[src/rtl/agu_param.sv]
`default_nettype none
// ============================================================================
//  Module   : agu_param
//  Purpose  : Address generator for a BANKS-wide banked-memory transform pass.
//             One pass issues 2*BANKS read vectors. The first BANKS vectors
//             form the skew phase (bank b reads (b - c) mod BANKS). The last
//             BANKS vectors form the row phase (every bank reads c - BANKS).
//             The same vectors are replayed as write vectors WR_LAT
//             advancing cycles later. A stall freezes all sequencing.
//  Options  : AGU_PARAM_BITREV_EN adds input i_wr_bitrev. The input is
//             captured with start. When it is set, each write lane is
//             bit-reversed.
//  Revision : 1.0  initial release
// ============================================================================
module agu_param #(
  parameter int BANKS  = 8,
  parameter int AW     = 3,
  parameter int WR_LAT = 4
) (
  input  logic                clk,
  input  logic                rst,
  input  logic                i_start,
  input  logic                i_stall,
`ifdef AGU_PARAM_BITREV_EN
  input  logic                i_wr_bitrev,
`endif
  output logic                o_rd_valid,
  output logic [BANKS*AW-1:0] o_rd_addr,
  output logic                o_rd_phase,
  output logic                o_wr_valid,
  output logic [BANKS*AW-1:0] o_wr_addr,
  output logic                o_busy,
  output logic                o_done
);

  localparam int          c_VW    = BANKS * AW;
  localparam logic [1:0]  c_IDLE  = 2'd0;
  localparam logic [1:0]  c_RUN   = 2'd1;
  localparam logic [1:0]  c_DRAIN = 2'd2;
  localparam logic [AW:0] c_LAST  = (AW + 1)'(2 * BANKS - 1);
  localparam logic [AW:0] c_ONE   = (AW + 1)'(1);

  logic [1:0]      r_state;
  logic [1:0]      w_state_nxt;
  logic [AW:0]     r_cnt;
  logic [AW:0]     r_wcnt;
  logic            w_busy;
  logic            w_start_acc;
  logic            w_issue;
  logic            w_adv;
  logic            w_last_wr;
  logic            w_row;
  logic [c_VW-1:0] w_issue_addr;
  logic            r_rd_valid;
  logic            r_rd_phase;
  logic [c_VW-1:0] r_rd_addr;
  logic [WR_LAT-1:0] r_pipe_vld;
  logic [c_VW-1:0] r_pipe_addr [WR_LAT];
  logic            r_wr_valid;
  logic [c_VW-1:0] r_wr_addr;
  logic [c_VW-1:0] w_wr_addr_nxt;
  logic            r_done;

  // FSM state register
  always_ff @(posedge clk or posedge rst) begin
    if (rst) begin
      r_state <= c_IDLE;
    end else begin
      r_state <= w_state_nxt;
    end
  end

  // FSM next-state logic
  always_comb begin
    w_state_nxt = r_state;
    case (r_state)
      c_IDLE:  if (w_start_acc) w_state_nxt = c_RUN;
      c_RUN:   if (w_issue && (r_cnt == c_LAST)) w_state_nxt = c_DRAIN;
      c_DRAIN: if (w_last_wr) w_state_nxt = c_IDLE;
      default: w_state_nxt = c_IDLE;
    endcase
  end

  // FSM output/control decode. Start is ignored in the done cycle, so a
  // pulse that arrives with done never launches a new pass.
  // The final write has already left the block when it is seen here, so
  // the DRAIN exit does not wait for stall to drop.
  always_comb begin
    w_busy      = (r_state == c_RUN) || (r_state == c_DRAIN);
    w_start_acc = (r_state == c_IDLE) && i_start && !r_done;
    w_issue     = (r_state == c_RUN) && !i_stall;
    w_adv       = !i_stall;
    w_last_wr   = (r_state == c_DRAIN) && r_wr_valid && (r_wcnt == c_LAST);
  end

  // The counter MSB selects the phase. The low AW bits are either the skew
  // amount or the row index (c - BANKS truncated to AW bits).
  assign w_row = r_cnt[AW];

  generate
    for (genvar b = 0; b < BANKS; b++) begin : g_lane
      localparam logic [AW-1:0] c_LANE = AW'(b);
      assign w_issue_addr[b*AW +: AW] = w_row ? r_cnt[AW-1:0]
                                              : (c_LANE - r_cnt[AW-1:0]);
    end
  endgenerate

  // Read counter: cleared on pass launch, saturates at the last vector
  always_ff @(posedge clk or posedge rst) begin
    if (rst) begin
      r_cnt <= '0;
    end else if (w_start_acc) begin
      r_cnt <= '0;
    end else if (w_issue && (r_cnt != c_LAST)) begin
      r_cnt <= r_cnt + c_ONE;
    end
  end

  // Registered read channel: the address and phase hold while no vector issues
  always_ff @(posedge clk or posedge rst) begin
    if (rst) begin
      r_rd_valid <= 1'b0;
      r_rd_phase <= 1'b0;
      r_rd_addr  <= '0;
    end else begin
      r_rd_valid <= w_issue;
      if (w_issue) begin
        r_rd_phase <= w_row;
        r_rd_addr  <= w_issue_addr;
      end
    end
  end

  // Write delay line: shifts only on advancing (non-stalled) cycles
  always_ff @(posedge clk or posedge rst) begin
    if (rst) begin
      r_pipe_vld <= '0;
      for (int i = 0; i < WR_LAT; i++) begin
        r_pipe_addr[i] <= '0;
      end
    end else if (w_adv) begin
      r_pipe_vld[0]  <= w_issue;
      r_pipe_addr[0] <= w_issue_addr;
      for (int i = 1; i < WR_LAT; i++) begin
        r_pipe_vld[i]  <= r_pipe_vld[i-1];
        r_pipe_addr[i] <= r_pipe_addr[i-1];
      end
    end
  end

`ifdef AGU_PARAM_BITREV_EN
  logic r_bitrev;

  function automatic logic [AW-1:0] f_bitrev(input logic [AW-1:0] v);
    logic [AW-1:0] r;
    r = '0;
    for (int k = 0; k < AW; k++) begin
      r[k] = v[AW-1-k];
    end
    return r;
  endfunction

  // Bit-reverse mode is captured at launch and held for the whole pass
  always_ff @(posedge clk or posedge rst) begin
    if (rst) begin
      r_bitrev <= 1'b0;
    end else if (w_start_acc) begin
      r_bitrev <= i_wr_bitrev;
    end
  end

  generate
    for (genvar b = 0; b < BANKS; b++) begin : g_rev
      assign w_wr_addr_nxt[b*AW +: AW] =
        r_bitrev ? f_bitrev(r_pipe_addr[WR_LAT-1][b*AW +: AW])
                 : r_pipe_addr[WR_LAT-1][b*AW +: AW];
    end
  endgenerate
`else
  assign w_wr_addr_nxt = r_pipe_addr[WR_LAT-1];
`endif

  // Registered write channel. The delay line output is qualified by
  // the advance condition.
  always_ff @(posedge clk or posedge rst) begin
    if (rst) begin
      r_wr_valid <= 1'b0;
      r_wr_addr  <= '0;
    end else begin
      r_wr_valid <= w_adv && r_pipe_vld[WR_LAT-1];
      if (w_adv && r_pipe_vld[WR_LAT-1]) begin
        r_wr_addr <= w_wr_addr_nxt;
      end
    end
  end

  // Count emitted write vectors so the final one can be recognised
  always_ff @(posedge clk or posedge rst) begin
    if (rst) begin
      r_wcnt <= '0;
    end else if (w_start_acc) begin
      r_wcnt <= '0;
    end else if (r_wr_valid && (r_wcnt != c_LAST)) begin
      r_wcnt <= r_wcnt + c_ONE;
    end
  end

  // Done pulses in the cycle after the final write vector
  always_ff @(posedge clk or posedge rst) begin
    if (rst) begin
      r_done <= 1'b0;
    end else begin
      r_done <= w_last_wr;
    end
  end

  assign o_rd_valid = r_rd_valid;
  assign o_rd_addr  = r_rd_addr;
  assign o_rd_phase = r_rd_phase;
  assign o_wr_valid = r_wr_valid;
  assign o_wr_addr  = r_wr_addr;
  assign o_busy     = w_busy;
  assign o_done     = r_done;

endmodule
`default_nettype wire

[config.mk]
export PLATFORM = sky130hd
export DESIGN_NAME = agu_param
export DESIGN_NICKNAME = d
export VERILOG_FILES = /design/src/rtl/agu_param.sv
export SDC_FILE = /design/constraint.sdc
export NUM_CORES = 1
export LEC_CHECK = 0
export CORE_MARGIN = 2
export CORE_UTILIZATION = 31
export DETAILED_ROUTE_END_ITERATION = 8
export SLEW_MARGIN = 20
export SYNTH_ARGS = -nofsm -noshare
export SYNTH_HDL_FRONTEND = slang
export SYNTH_SLANG_ARGS = --single-unit
[constraint.sdc]
create_clock -name clk -period 3.9 [get_ports clk]
set_input_delay 0.585 -clock clk [delete_from_list [all_inputs] [get_ports clk]]
set_output_delay 0.585 -clock clk [all_outputs]
set_load 0.02 [all_outputs]
# Word level (Yosys, flattened, before mapping)
# Index checks and enable logic that the tools add are counted.
# Widths: inputs -> output; s select.
[classes]
n_addsub = 10
eq_ne = 9
mux = 16
n_reduce_logical = 16
[ops]
columns = ["operator", "n"]
rows = [
  ["$mux 3", 8],
  ["$mux 4", 4],
  ["$sub 3x3->3 const A", 4],
  ["$logic_and 1x1->1", 9],
  ["$add 4x1->4 const B", 2],
  ["$eq 4x4->1 const B", 2],
  ["$ne 4x4->1 const B", 2],
  ["$mux 2", 3],
  ["$ne 2x2->1 const B", 3],
  ["$pmux 2 s3", 1],
  ["$sub 1x3->3 const A", 2],
  ["$sub 2x3->3 const A", 2],
  ["$reduce_bool 2->1", 2],
  ["$reduce_and 3->1", 1],
  ["$eq 2x1->1 const B", 1],
  ["$eq 2x2->1 const B", 1],
  ["$logic_not 1->1", 2],
  ["$logic_not 2->1", 1],
  ["$logic_or 1x1->1", 1],
]
[totals]
reg_bits = 162
in_bits = 4
output_inout_bits = 53
wordCells = 65

# Depth between registers and ports, before layout
# Gate-level depths: netlist (run 1).
[logic_depth]
word_depth = 5
mapped_depth = 7
mapped_depth_nobuf = 6

# Least setup slack after synthesis (run 1)
# No wires, ideal clock.
[synth_path]
kind = "flip-flop to flip-flop"
from = "reg r_state[0]"
to = "reg r_state[1]"
setup_time_ns = 0.125
t_arrival_ns = 1.517
t_required_ns = 3.775
slack_ns = 2.258
path_stages_with_launch = 6
n_path_buf = 0
synth_period_minus_slack_ns = 1.642
path_cell_list = "dfrtp_1 inv_1 ha_1 nand3b_1 a222oi_1 mux2_2"
[synth_between]
elab_chain_cells = 5
elab_cells_between_ends = 14
cone_classes = "5 x eq/ne; 1 x mux; 8 x reduce/logical"
[synth_lines]
columns = ["item", "line", "rtl"]
rows = [
  ["from (decl)", "43", "logic [1:0] r_state;"],
  ["from (signal assigned)", "67", "r_state <= c_IDLE;"],
  ["from (signal assigned)", "69", "r_state <= w_state_nxt;"],
  ["$eq 2x1->1, or another cell as far along", "76, 91", ""],
  ["$logic_and 1x1->1, on equally long branches", "91, 90, 93", ""],
  ["$logic_and 1x1->1, on equally long branches", "78, 90, 93", ""],
  ["$ne 2x2->1 (no line)", "--", ""],
  ["$reduce_and 3->1 (no line)", "--", ""],
]
# Several ways; a longest one is shown, not always the timed one.
# A chain may end at the register's enable or synchronous reset.

# Worst setup path after layout (run 1)
[layout_path]
from = "reg r_state[0]"
to = "out o_busy"
[layout_between]
elab_chain_cells = 2
elab_cells_between_ends = 3
cone_classes = "2 x eq/ne; 1 x reduce/logical"
[layout_lines]
columns = ["item", "line", "rtl"]
rows = [
  ["$eq 2x1->1 / $eq 2x2->1 (equally long branches)", "89", "w_busy = (r_state == c_RUN) || (r_state == c_DRAIN);"],
  ["$logic_or 1x1->1 (*)", "89", ""],
  ["to (decl)", "32", "output logic o_busy,"],
]
# Mark *: on every way between the ends. The rest lies on a longest branch, timed or not.

==> summary.md, run 1 <==
| Metric | Value |
|---|---|
| R2R Path End | `r_state[1]$_DFFE_PP0P_` |
| Starting density of the core | `0.319` |
| Port bufs | `56` |
| CTS Buf Count | `9` |
| FF+latch area | `around 0.0026 sq mm` |
| Unrepaired setup endpoints after global routing | `no` |
| Worst-case clock buffer depth | `2` |
| Hold wc startpoint | `r_pipe_addr[62]$_DFFE_PP0N_` |
| Yosys cell types | `36` |
| FP Rows | `42` |
| R2r setup slk | `~2000 ps` |
| Critical path type | `reg2out` |
| Final Max Tran Viols | `0` |
| First-pass GRT wire length | `between 10000 and 15000 um` |
| Synth warn | `0` |
| DRC | `0` |
| WP data arrival | `1690 ps` |
| Clock Latency Late Sink | `about 340 ps` |
| CTS clk-pin slew, worst paths | `around 80 ps` |
| CTS tree | `done` |
| Crit path from | `r_state[0]$_DFFE_PP0P_` |
| Top FF cell, synth | `dfrtp_1` |
| VDD IR max | `just under 0.0003 V` |
| Global Route Usage Sum | `0.109` |
| Syn_area_per_cell | `around 13 sq um` |
| Final worst setup slack | `1630 ps` |
| H-tree Lvls | `3` |
| Pwr/cell area | `745 mW/mm^2` |
| Worst Setup End Kind | `output pin` |
| Final Net Count | `between 300 and 400` |
| DR WL/cell | `~14 um` |
| I/O pin count | `57` |
| Initial antenna violation count | `0` |
| Core area | `~0.013 sq mm` |
| Relative slew slack | `0.541` |
| Type of the most critical hold path | `reg2reg` |
| EDFF count, synth | `0` |
| Vias in the first global route | `about 2500` |
| Status | `finished, final reports clean` |
| Hold Violations, Final | `0` |
| Max-cap violations | `0` |
| Synth-to-layout area growth | `21.0%` |
| Die W | `between 100 and 150 um` |
| Hold Path Sink | `r_pipe_addr[62]$_DFFE_PP0N_` |
| Routability cong. | `approximately 0.75` |
| Leak pwr | `between 2 and 2.5 nW` |
| Routed Antenna Nets | `0` |
| Startpoint Class | `flip-flop` |
| Worst Tran Pin Value | `roughly 690 ps` |
| Post-detail-place hpwl | `between 5000 and 6000 um` |
| Mapped Area | `roughly 0.0043 sq mm` |
| Gr ovfl total | `0` |
| # diodes | `0` |
| Total number of vias | `between 2000 and 2500` |
| Crit share post-route | `0.583` |
| Post_cts resized | `0` |
| Setup violators final | `0` |
| Worst Skew | `just under 8 ps` |
| Post-CTS Setup Bufs | `0` |
| WHS | `roughly 480 ps` |
| Filler instances | `~1300` |
| DRT iter0 DRCs | `between 150 and 200` |
| Post-Syn Nets | `about 340` |
| Root Driver | `clkbuf_16` |
| Die height | `121 um` |
| Post-layout min period | `2270 ps` |
| FMAX | `0.440 GHz` |
| Seq/Total Area, Yosys | `0.599` |
| Mapped Cells | `330` |
| Full die area | `approximately 0.015 sq mm` |
| Hold_buf cts | `0` |
| Vias per Instance | `approximately 4.5` |
| Pre-antenna DRT Iters | `4` |
| FF-to-FF Start | `r_cnt[2]$_DFFE_PP0P_` |
| Critical path required time | `approximately 3300 ps` |
| CTS sink cnt | `102` |
| Wirelength, routed | `between 7000 and 8000 um` |
| Layout cells sized above 1 | `0.234` |
| R2r worst-path depth | `4` |
| Setup TNS Final | `0 ps` |
| Post-synth ARST share | `1.00` |
| WHS Path Cells | `2` |
| #FFs+latches synth | `about 100` |
| CP Max Fanout | `3` |
| Worst slack, placed | `around 1800 ps` |
| Largest net degree at the start of global routing | `57` |
| Area of the multi-input gates | `0.00144 sq mm` |
[worst max-delay path, stage by stage (launching register included)]
cell	delay (ps)
dfrtp_1	380
inv_1	80
ha_1	290
clkdlybuf4s50_1	600
[report_power, final]
| part | switching [mW] | internal [mW] | leakage, nW |
|---|---|---|---|
| clock | 0.440 | 0.461 | 0.151 |
| sequential | 0.207 | 1.39 | 1.28 |
| combinational | 0.662 | 0.684 | 0.872 |
[state kept, by name (all words and copies together), names as in the netlist]
name	cells
o_done	1
o_rd_addr	14
o_rd_phase	1
o_rd_valid	1
o_wr_addr	14
o_wr_valid	1
r_cnt	4
r_pipe_addr	42
r_pipe_vld	4
r_state	2
r_wcnt	4
w_wr_addr_nxt	14
[stage by stage]
step                instance area, sq um  total power, mW   util  std cells
floorplan                           4260             2.50      -        330
global placement                    4850             2.96  0.363        532
detailed placement                  4850             2.99  0.363        532
CTS                                 5160             3.91  0.387        548
global route                        5160             4.09  0.387        548
finish                              5160             3.84  0.387        548
[cells in the mapped netlist (all sizes together) (3+ instances only)]
cell | n | share of area
nand2b | 5 | 0.0091
ha | 9 | 0.026
buf | 33 | 0.052
inv | 11 | 0.0097
nor2 | 5 | 0.0044
mux2i | 4 | 0.0094
nand3b | 4 | 0.0070
xnor2 | 4 | 0.0082
dfrtp | 102 | 0.60
xor2 | 3 | 0.0062
o21ai | 27 | 0.032
nand2 | 31 | 0.027
a21oi | 6 | 0.0070
mux2 | 63 | 0.17
[cell type report]
cell class,count,area share
Inverter,12,0.00921
Tap cell,176,0.0427
Clock inverter,7,0.0162
Timing Repair Buffer,61,0.115
Clock buffer,9,0.0436
Sequential cell,102,0.495
Multi-Input combinational cell,181,0.279
[worst max-delay path by stage]
stage / depth (start not counted) / end
after floorplan: 1 / o_done$_DFF_PP0_
after global placement: 4 / r_state[1]$_DFFE_PP0P_
after detailed placement: 4 / r_state[1]$_DFFE_PP0P_
after CTS: 3 / o_busy
after global routing: 3 / o_busy
final: 3 / o_busy
[layer usage]
layer  routed length [um]  track usage
met3                  321       0.0357
met2                 3520        0.172
met1                 3490        0.144
met4                   87       0.0302
met5                    0            0
[cell families (layout without fill, tap and decap cells)]
group / Yosys count / count (layout) / share of synthesized area
simple gates: 57 / 57 / 0.0660
fa+ha+maj: 9 / 9 / 0.0264
compound gates: 41 / 41 / 0.0546
mux: 67 / 67 / 0.176
flops: 102 / 102 / 0.599
buf+inv: 47 / 89 / 0.0643
xor+xnor: 7 / 7 / 0.0144
[placed cells by master, fill, tap and decap left out, drive strengths merged, types with 4 or more instances in the layout]
master and instances:
nand2b 5, clkinv 4, a21oi 6, xnor2 4, mux2i 4, clkbuf 9
inv 15, o21ai 27, nand3b 4, clkdlybuf4s50 55, nand2 31, mux2 63
buf 6, dfrtp 102, ha 9, nor2 5
(Power assumes the default switching activity.)
==> inputs of run 2 (changes only) <==
==> constraint.sdc (replaced) <==
create_clock -name clk -period 2.2 [get_ports clk]
set_input_delay 0.33 -clock clk [delete_from_list [all_inputs] [get_ports clk]]
set_output_delay 0.33 -clock clk [all_outputs]
set_load 0.02 [all_outputs]
==> run 2 against run 1 <==
Design area grew 0.41%. Largest cell class unchanged. First-iteration DRC count shrank 8.9%. Largest power group unchanged. Via count grew 0.29%. Sequential power grew 77%. Highest routed layer unchanged. Combinational power grew 78%. Global-route usage is essentially flat. Core utilization grew 0.16 points.
==> summary.md, run 2 (same netlist as run 1, synthesis figures left out) <==
| Metric | Value |
|---|---|
| Layout Cells excl Fill | `552 (+0.73%)` |
| Critical path type | `reg2out` |
| I/O pin count | `57 (unchanged)` |
| Type of the most critical hold path | `in2async` |
| Gr ovfl total | `0 (unchanged)` |
| Core area | `0.0133 sq mm (unchanged)` |
| Filler instances | `1295 (-0.99%)` |
| Max-cap violations | `0 (unchanged)` |
| Final Net Count | `384 (+1.1%)` |
| Final Max Tran Viols | `0 (unchanged)` |
| Vias per Instance | `4.46 (-0.44%)` |
| Post_cts resized | `0 (unchanged)` |
| R2r worst-path depth | `5 (+1)` |
| DRT iter0 DRCs | `143 (-8.9%)` |
| Hold Violations, Final | `0 (unchanged)` |
| Global Route Usage Sum | `0.109 (+0.000311)` |
| Port bufs | `56 (unchanged)` |
| FP Rows | `42 (unchanged)` |
| VDD IR max | `0.000636 V (+120%)` |
| Unrepaired setup endpoints after global routing | `no` |
| Pre-antenna DRT Iters | `4 (unchanged)` |
| CTS tree | `done` |
| Worst Skew | `5.13 ps (-2.79 ps)` |
| Root Driver | `clkbuf_16` |
| Routability cong. | `0.757 (+0.73%)` |
| Reg with most FFs | `r_pipe_addr` |
| First-pass GRT wire length | `12700 um (+0.17%)` |
| CTS sink cnt | `102 (unchanged)` |
| Startpoint Class | `flip-flop` |
| Synth-to-layout area growth | `21.5%` |
| Clock Latency Late Sink | `330 ps (about the same)` |
| H-tree Lvls | `3 (unchanged)` |
| Largest net degree at the start of global routing | `33 (-42%)` |
| Hold_buf cts | `0 (unchanged)` |
| CP Max Fanout | `3 (unchanged)` |
| Placed cells | `536 (+0.75%)` |
| Vias in the first global route | `2493 (-0.12%)` |
| Final worst setup slack | `194 ps (-1430 ps)` |
| Setup violators final | `0 (unchanged)` |
| Critical path required time | `1870 ps (-1440 ps)` |
| Setup TNS Final | `0 ps (unchanged)` |
| Die W | `121 um (unchanged)` |
| Area of the multi-input gates | `0.00144 sq mm (unchanged)` |
| Commonest non-fill, non-tap cells in the layout | `dfrtp_1 (102), mux2_2 (63), clkdlybuf4s50_1 (55), nand2_1 (31), o21ai_0 (27)` |
| Total number of vias | `2463 (+0.29%)` |
| CTS clk-pin slew, worst paths | `70 ps (about the same)` |
| Max reg flops | `42 (unchanged)` |
| Worst Tran Pin Value | `488 ps (-200 ps)` |
| WP data arrival | `1680 ps (about the same)` |
| Post-layout min period | `roughly 2000 ps` |
| Die height | `121 um (unchanged)` |
| FF+latch area | `0.00255 sq mm (unchanged)` |
| Post-CTS Setup Bufs | `0 (unchanged)` |
| DR WL/cell | `13.2 um (-2.5%)` |
| Worst-case clock buffer depth | `2 (unchanged)` |
| Initial antenna violation count | `0 (unchanged)` |
| FMAX | `roughly 0.5 GHz` |
| Status | `finished, final reports clean` |
| Most common cell after layout, fill and taps aside | `dfrtp_1` |
| Final Util | `0.388 (+0.00159)` |
| CTS Buf Count | `9 (unchanged)` |
| Crit share post-route | `0.912` |
| Layout cells sized above 1 | `0.242 (+0.00815)` |
| Routed Antenna Nets | `0 (unchanged)` |
| Leak pwr | `2.31 nW (+0.34%)` |
| DRC | `0 (unchanged)` |
| # diodes | `0 (unchanged)` |
| Wirelength, routed | `7290 um (-1.7%)` |
| Worst Setup End Kind | `output pin` |
| Pwr/cell area | `1300 mW/mm^2 (+75%)` |
| Full die area | `0.0147 sq mm (unchanged)` |
| Worst slack, placed | `281 ps (-1470 ps)` |
| Post-detail-place hpwl | `5210 um (+3.2%)` |
| Relative slew slack | `0.673 (+0.132)` |
| Starting density of the core | `0.319 (unchanged)` |
run 2: power breakdown:
| group | leakage (nW) | internal [mW] | switching, mW |
|---|---|---|---|
| clock network | 0.141 | 0.794 | 0.725 |
| registers | 1.28 | 2.47 | 0.369 |
| logic | 0.891 | 1.23 | 1.17 |
run 2: final timing paths:
kind	start	to	slack [ps]
min	rst	r_wcnt[1]$_DFFE_PP0P_	340
max reg2reg	r_state[0]$_DFFE_PP0P_	r_state[1]$_DFFE_PP0P_	350
max in group asynchronous	rst	r_pipe_addr[77]$_DFFE_PP0N_	1200
min in group clk	r_pipe_addr[53]$_DFFE_PP0N_	r_pipe_addr[53]$_DFFE_PP0N_	480
min reg2reg	r_pipe_addr[53]$_DFFE_PP0N_	r_pipe_addr[53]$_DFFE_PP0N_	480
max	r_state[0]$_DFFE_PP0P_	o_busy	190
run 2: critical path, stage by stage (launching register included):
cell and delay, ps:
dfrtp_1 380, inv_1 90, ha_1 280, clkdlybuf4s50_1 600
run 2: final cells by class:
type | instances | area share
Multi-Input combinational cell | 181 | 0.277
Inverter | 12 | 0.00942
Timing Repair Buffer | 65 | 0.123
Tap cell | 176 | 0.0425
Clock inverter | 7 | 0.0118
Sequential cell | 102 | 0.493
Clock buffer | 9 | 0.0435
run 2: metal layers:
layer / part of all wire / wire length [um] / GRT usage
met5: 0 / 0 / 0
met4: 0.013 / 98 / 0.0345
met3: 0.039 / 286 / 0.0301
met2: 0.47 / 3450 / 0.172
met1: 0.47 / 3460 / 0.147
run 2: through the flow:
stage | power (mW) | hold WS (ps) | cell area (sq um)
after global routing | 7.21 | 366 | 5180
after CTS | 6.87 | 347 | 5180
after floorplan | 4.43 | 446 | 4270
after global placement | 5.25 | 462 | 4890
after detailed placement | 5.32 | 469 | 4890
final | 6.76 | 342 | 5180
==> RTL change 1 (config.mk and constraints of run 2) <==
Add a define of `AGU_PARAM_BITREV_EN`.
--- a/src/rtl/agu_param.sv
+++ b/src/rtl/agu_param.sv
@@ -13,4 +13,6 @@
 //  Revision : 1.0  initial release
 // ============================================================================
+`define AGU_PARAM_BITREV_EN
+
 module agu_param #(
   parameter int BANKS  = 8,
Interface: changed (added i_wr_bitrev); port bits go from 57 to 58. The function was not compared with the original's and may differ.
==> RTL change 1 against run 2 <==
Critical path depth did not move; wire length is 14% higher; final area is 8.5% higher; sequential cell count increased by 7; fmax is 1.6% lower; first-iteration DRC count rose by 11%; total power up 12%; setup slack got worse by 0.032 ns; synthesized area grew 7.5%; cell count up 10%; clock power up 21%; largest power group unchanged; highest routed layer unchanged.
==> RTL change 1: results (changes against run 2) <==
- CTS H-Tree Depth: 3 (unchanged)
- Leakage: 2.50 nW (+8.3%)
- Setup Buffers After CTS: 0 (unchanged)
- Crit Reg-Reg Endpoint: r_state[1]
- GRT Total Usage: 11.3% (+0.41 points)
- Iteration-0 DRC count of the detailed router: 159 (+11%)
- Port Buffers: 57 (+1.8%)
- Peak VDD IR: 0.667 mV (+4.9%)
- Ys Warns: 0 (unchanged)
- Worst slew pin tran: 0.778 ns (+0.290 ns)
- Outcome: complete, no violations
- Seq/Total Area, Yosys: 59.5% (-0.36 points)
- Int Pwr: 5.10 mW (+14%)
- Clock group power: 1.84 mW (+21%)
- Crit path max fanout: 3 (unchanged)
- Met3 GRT Util: 3.98% (+0.97 points)
- Nets: 435 (+13%)
- Largest register FFs: 56 (+33%)
- Synthesized Nets: 392 (+14%)
- CP max stage cell: clkdlybuf4s50_1
- Leading post-synthesis cells by instance count: dfrtp_1 (109), mux2_2 (56), nand2_1 (48), o21ai_0 (41)
- CTS Buf Count: 9 (unchanged)
- Async SR Flop Fraction: 100% (unchanged)
- First-pass GRT wire length: 14400 um (+14%)
- Routed WL: 8310 um (+14%)
- DR WL met2: 3730 um (+8.2%)
- Initial antenna violation count: 0 (unchanged)
- Clock Path Buffers: 2 (unchanged)
- Skew final: 0.00703 ns (+0.00189 ns)
- Vias in the first global route: 2861 (+15%)
- Critical path data arrival time: 1.71 ns (+0.03 ns)
- Crit-path max cell delay: 0.60 ns (about the same)
- WL met1: 4110 um (+19%)
- Reg-to-reg startpoint: r_state[0]
- Routing usage on met1: 15.8% (+1.1 points)
- Worst R2R Setup Slack: 0.40 ns (+0.05 ns)
- Drc violations: 0 (unchanged)
- Seq pwr share: 41.3% (-0.7 points)
- Largest net degree at the start of global routing: 61 (+85%)
- Clk slew on worst S/H paths: 0.07 ns (about the same)
- Post-CTS resize count: 0 (unchanged)
- Routed via count: 2812 (+14%)
- Routability cong.: 0.784 (+3.5%)
- Placed Area: 5270 sq um (+7.7%)
- Detail Route met3 WL: 386 um (+35%)
- GRT met2 Usage: 16.9% (-0.26 points)
- Predominant post-synthesis flop cell: dfrtp_1
- Layout cells sized above 1: 19.5% (-4.7 points)
- Worst Reg2Reg Path Length in Cells: 5 (unchanged)
- Largest Register: r_pipe_addr
- HPWL after DPL: 5840 um (+12%)
- Synth area leaders: dfrtp_1 (59%), mux2_2 (14%), o21ai_0 (4.5%)
-- RTL change 1: cell types whose count changed in the layout (fill, tap and decap cells not counted), moves of 7 or more --
cell            run 2  this run
nand2_1            31        48
o21ai_0            27        41
dfrtp_1           102       109
a21oi_1             6        14
mux2_2             63        56
mux2i_1             4        11
-- RTL change 1: how the worst max path moves through the flow --
stage                     from         end  slack, ns  cells past startpoint
floorplan           r_state[0]  r_state[1]       0.53                      5
global placement       i_start  r_state[1]       0.45                      4
detailed placement     i_start  r_state[1]       0.37                      4
CTS                 r_state[0]      o_busy       0.15                      3
global route        r_state[0]      o_busy       0.10                      3
finish              r_state[0]      o_busy       0.16                      3
-- RTL change 1: kinds of logic after synthesis --
group                      share of synthesized area, %
and+or+nand+nor                                    7.86
buffers and inverters                              5.24
adders and majority gates                          2.46
muxes                                              16.2
DFF                                                59.5
xor gates and xnor gates                           1.34
AOI/OAI and AO/OA                                  7.45
-- RTL change 1: final cells by class --
type,count,area (sq um)
flip-flops and latches,109,2730
inverters,12,48.8
multi-input cells,224,1620
fillers,1409,8860
well taps,184,230
clock buffers,10,239
repair buffers,65,651
clock inverters,5,108
-- RTL change 1: stage by stage --
| stage | hold slack (ns) | setup slack [ns] | std cells | total power [mW] |
|---|---|---|---|---|
| finish | 0.290 | 0.163 | 609 | 7.58 |
| global route | 0.301 | 0.102 | 609 | 8.07 |
| CTS | 0.291 | 0.152 | 609 | 7.69 |
| detailed placement | 0.463 | 0.373 | 594 | 5.83 |
| global placement | 0.461 | 0.450 | 594 | 5.74 |
| floorplan | 0.446 | 0.527 | 378 | 4.81 |
-- RTL change 1: worst max-delay path, delay by kind of cell, from the launching register on --
kind,cells,cell delay (ns)
buffers and inverters,2,0.70
DFF,1,0.39
adders and majority gates,1,0.28
==> RTL change 2 (flow settings as in run 2) <==
Without the edit above. The parameter `WR_LAT` goes from 4 to 2.
--- a/src/rtl/agu_param.sv
+++ b/src/rtl/agu_param.sv
@@ -16,5 +16,5 @@
   parameter int BANKS  = 8,
   parameter int AW     = 3,
-  parameter int WR_LAT = 4
+  parameter int WR_LAT = 2
 ) (
   input  logic                clk,
Check against the original RTL: not equivalent (Yosys sat finds a counterexample within 10 cycles, from zero or initial values and one cycle with rst high).
==> RTL change 2 against run 2 <==
Core utilization up 1.5 points; clock power shrank 30%; combinational power shrank 8%; critical path depth unchanged; setup slack lost 0.023 ns; total power down 22%; fmax down 1.1%; final area shrank 23%; wire length down 20%; sequential cell count decreased by 30; synthesized area decreased by 26%; critical path type unchanged; largest cell class unchanged; highest routed layer unchanged.
==> RTL change 2: results (changes against run 2) <==
- Iteration-0 DRC count of the detailed router: 81 (-43%)
- Async SR Flop Fraction: 100% (unchanged)
- Synth unique cells: 34 (-5.6%)
- Clock root cell: clkbuf_8
- Synth area leaders: dfrtp_1 (57%), mux2_2 (12%), buf_4 (4.7%)
- Seq/Total Area, Yosys: 56.9% (-3.0 points)
- Vias in the first global route: 2002 (-20%)
- Ys Warns: 0 (unchanged)
- Seq pwr share: 38.2% (-3.8 points)
- Cells after synthesis: 267 (-19%)
- Worst skew pair latency: 0.35 ns (+0.02 ns)
- Crit-path max cell delay: 0.59 ns
- Critical path data arrival time: 1.70 ns (+0.02 ns)
- Design Power: 5.27 mW (-22%)
- GRT Total Usage: 11.5% (+0.56 points)
- DP Worst Slack: 0.297 ns (+0.0161 ns)
- Placed Cells: 432 (-19%)
- Setup Buffers After CTS: 0 (unchanged)
- Routability cong.: 0.710 (-6.3%)
- PwrDens: 1320 nW/um^2 (+1.5%)
- Via/cell ratio: 4.36 (-2.2%)
- Drt wl/cell: 13.0 um (-1.9%)
- Initial antenna violation count: 0 (unchanged)
- Skew final: 0.0108 ns (+0.00564 ns)
- Leading post-synthesis cells by instance count: dfrtp_1 (72), mux2_2 (34), nand2_1 (31), o21ai_0 (26), buf_4 (20)
- First-pass GRT wire length: 9940 um (-21%)
- Clock group power: 1.06 mW (-30%)
- TritonRoute pass-1 iters: 4 (unchanged)
- Outcome: complete, no violations
- Tightest Hold Check Type: in2async
- Synthesized Nets: 280 (-18%)
- CP max stage cell: clkdlybuf4s50_1
- Routed WL: 5800 um (-20%)
- Layout cells sized above 1: 19.0% (-5.2 points)
- Peak VDD IR: 0.650 mV (+2.1%)
- Int Pwr: 3.36 mW (-25%)
- Max-slew headroom: 60.9% (-6.5 points)
- Leakage: 1.78 nW (-23%)
- HPWL after DPL: 4110 um (-21%)
- Largest net degree at the start of global routing: 38 (+15%)
- Antenna Nets Post-Route: 0 (unchanged)
- Fillers: 956 (-26%)
- Placed Area: 3780 sq um (-23%)
==> RTL change 2: cell count changes after synthesis, moves of 2 or more <==
cell            run 2  this run
dfrtp_1           102        72
nor2b_1             2         0
buf_2              12         9
mux2_2             63        34
==> RTL change 2: kinds of logic after synthesis <==
| family | after synthesis | synth area share [%] |
|---|---|---|
| flip-flops | 72 | 56.9 |
| XOR/XNOR | 7 | 1.94 |
| multiplexers | 39 | 13.7 |
| adder cells (fa/ha/maj) | 9 | 3.56 |
| AND/OR/NAND/NOR | 56 | 8.69 |
| AO/OA/AOI/OAI | 39 | 6.95 |
| buffers and inverters | 45 | 8.30 |
==> RTL change 2: final cells by class <==
cell class	instances	share of cell area (%)
Inverter	13	1.23
Sequential cell	72	45.3
Tap cell	133	4.18
Clock buffer	9	3.11
Clock inverter	7	1.95
Multi-Input combinational cell	150	27.7
Timing Repair Buffer	64	16.5
==> RTL change 2: worst paths after layout <==
path,from,end,slack [ns],cells after the start
worst max-delay path,r_state[0],o_busy,0.17,3
worst min-delay path,rst,o_wr_addr[8],0.30,2
worst max register to register,r_state[0],r_state[1],0.35,5
worst min register to register,r_pipe_vld[0],r_pipe_vld[0],0.49,2
max in group asynchronous,rst,r_cnt[1],1.22,4
min in group clk,r_pipe_vld[0],r_pipe_vld[0],0.49,2
==> RTL change 2: routing by layer <==
| layer | global-route usage, % | wire [um] | share of wire [%] |
|---|---|---|---|
| met1 | 15.6 | 2890 | 50 |
| met2 | 17.3 | 2630 | 45 |
| met3 | 3.43 | 207 | 3.6 |
| met4 | 4.29 | 78 | 1.3 |
| met5 | 0 | 0 | 0 |
==> RTL change 2: worst max-delay path: cells and delay by family (launching register included) <==
kind | cells | cell delay, ns
buf+inv | 2 | 0.69
flops | 1 | 0.39
fa+ha+maj | 1 | 0.28
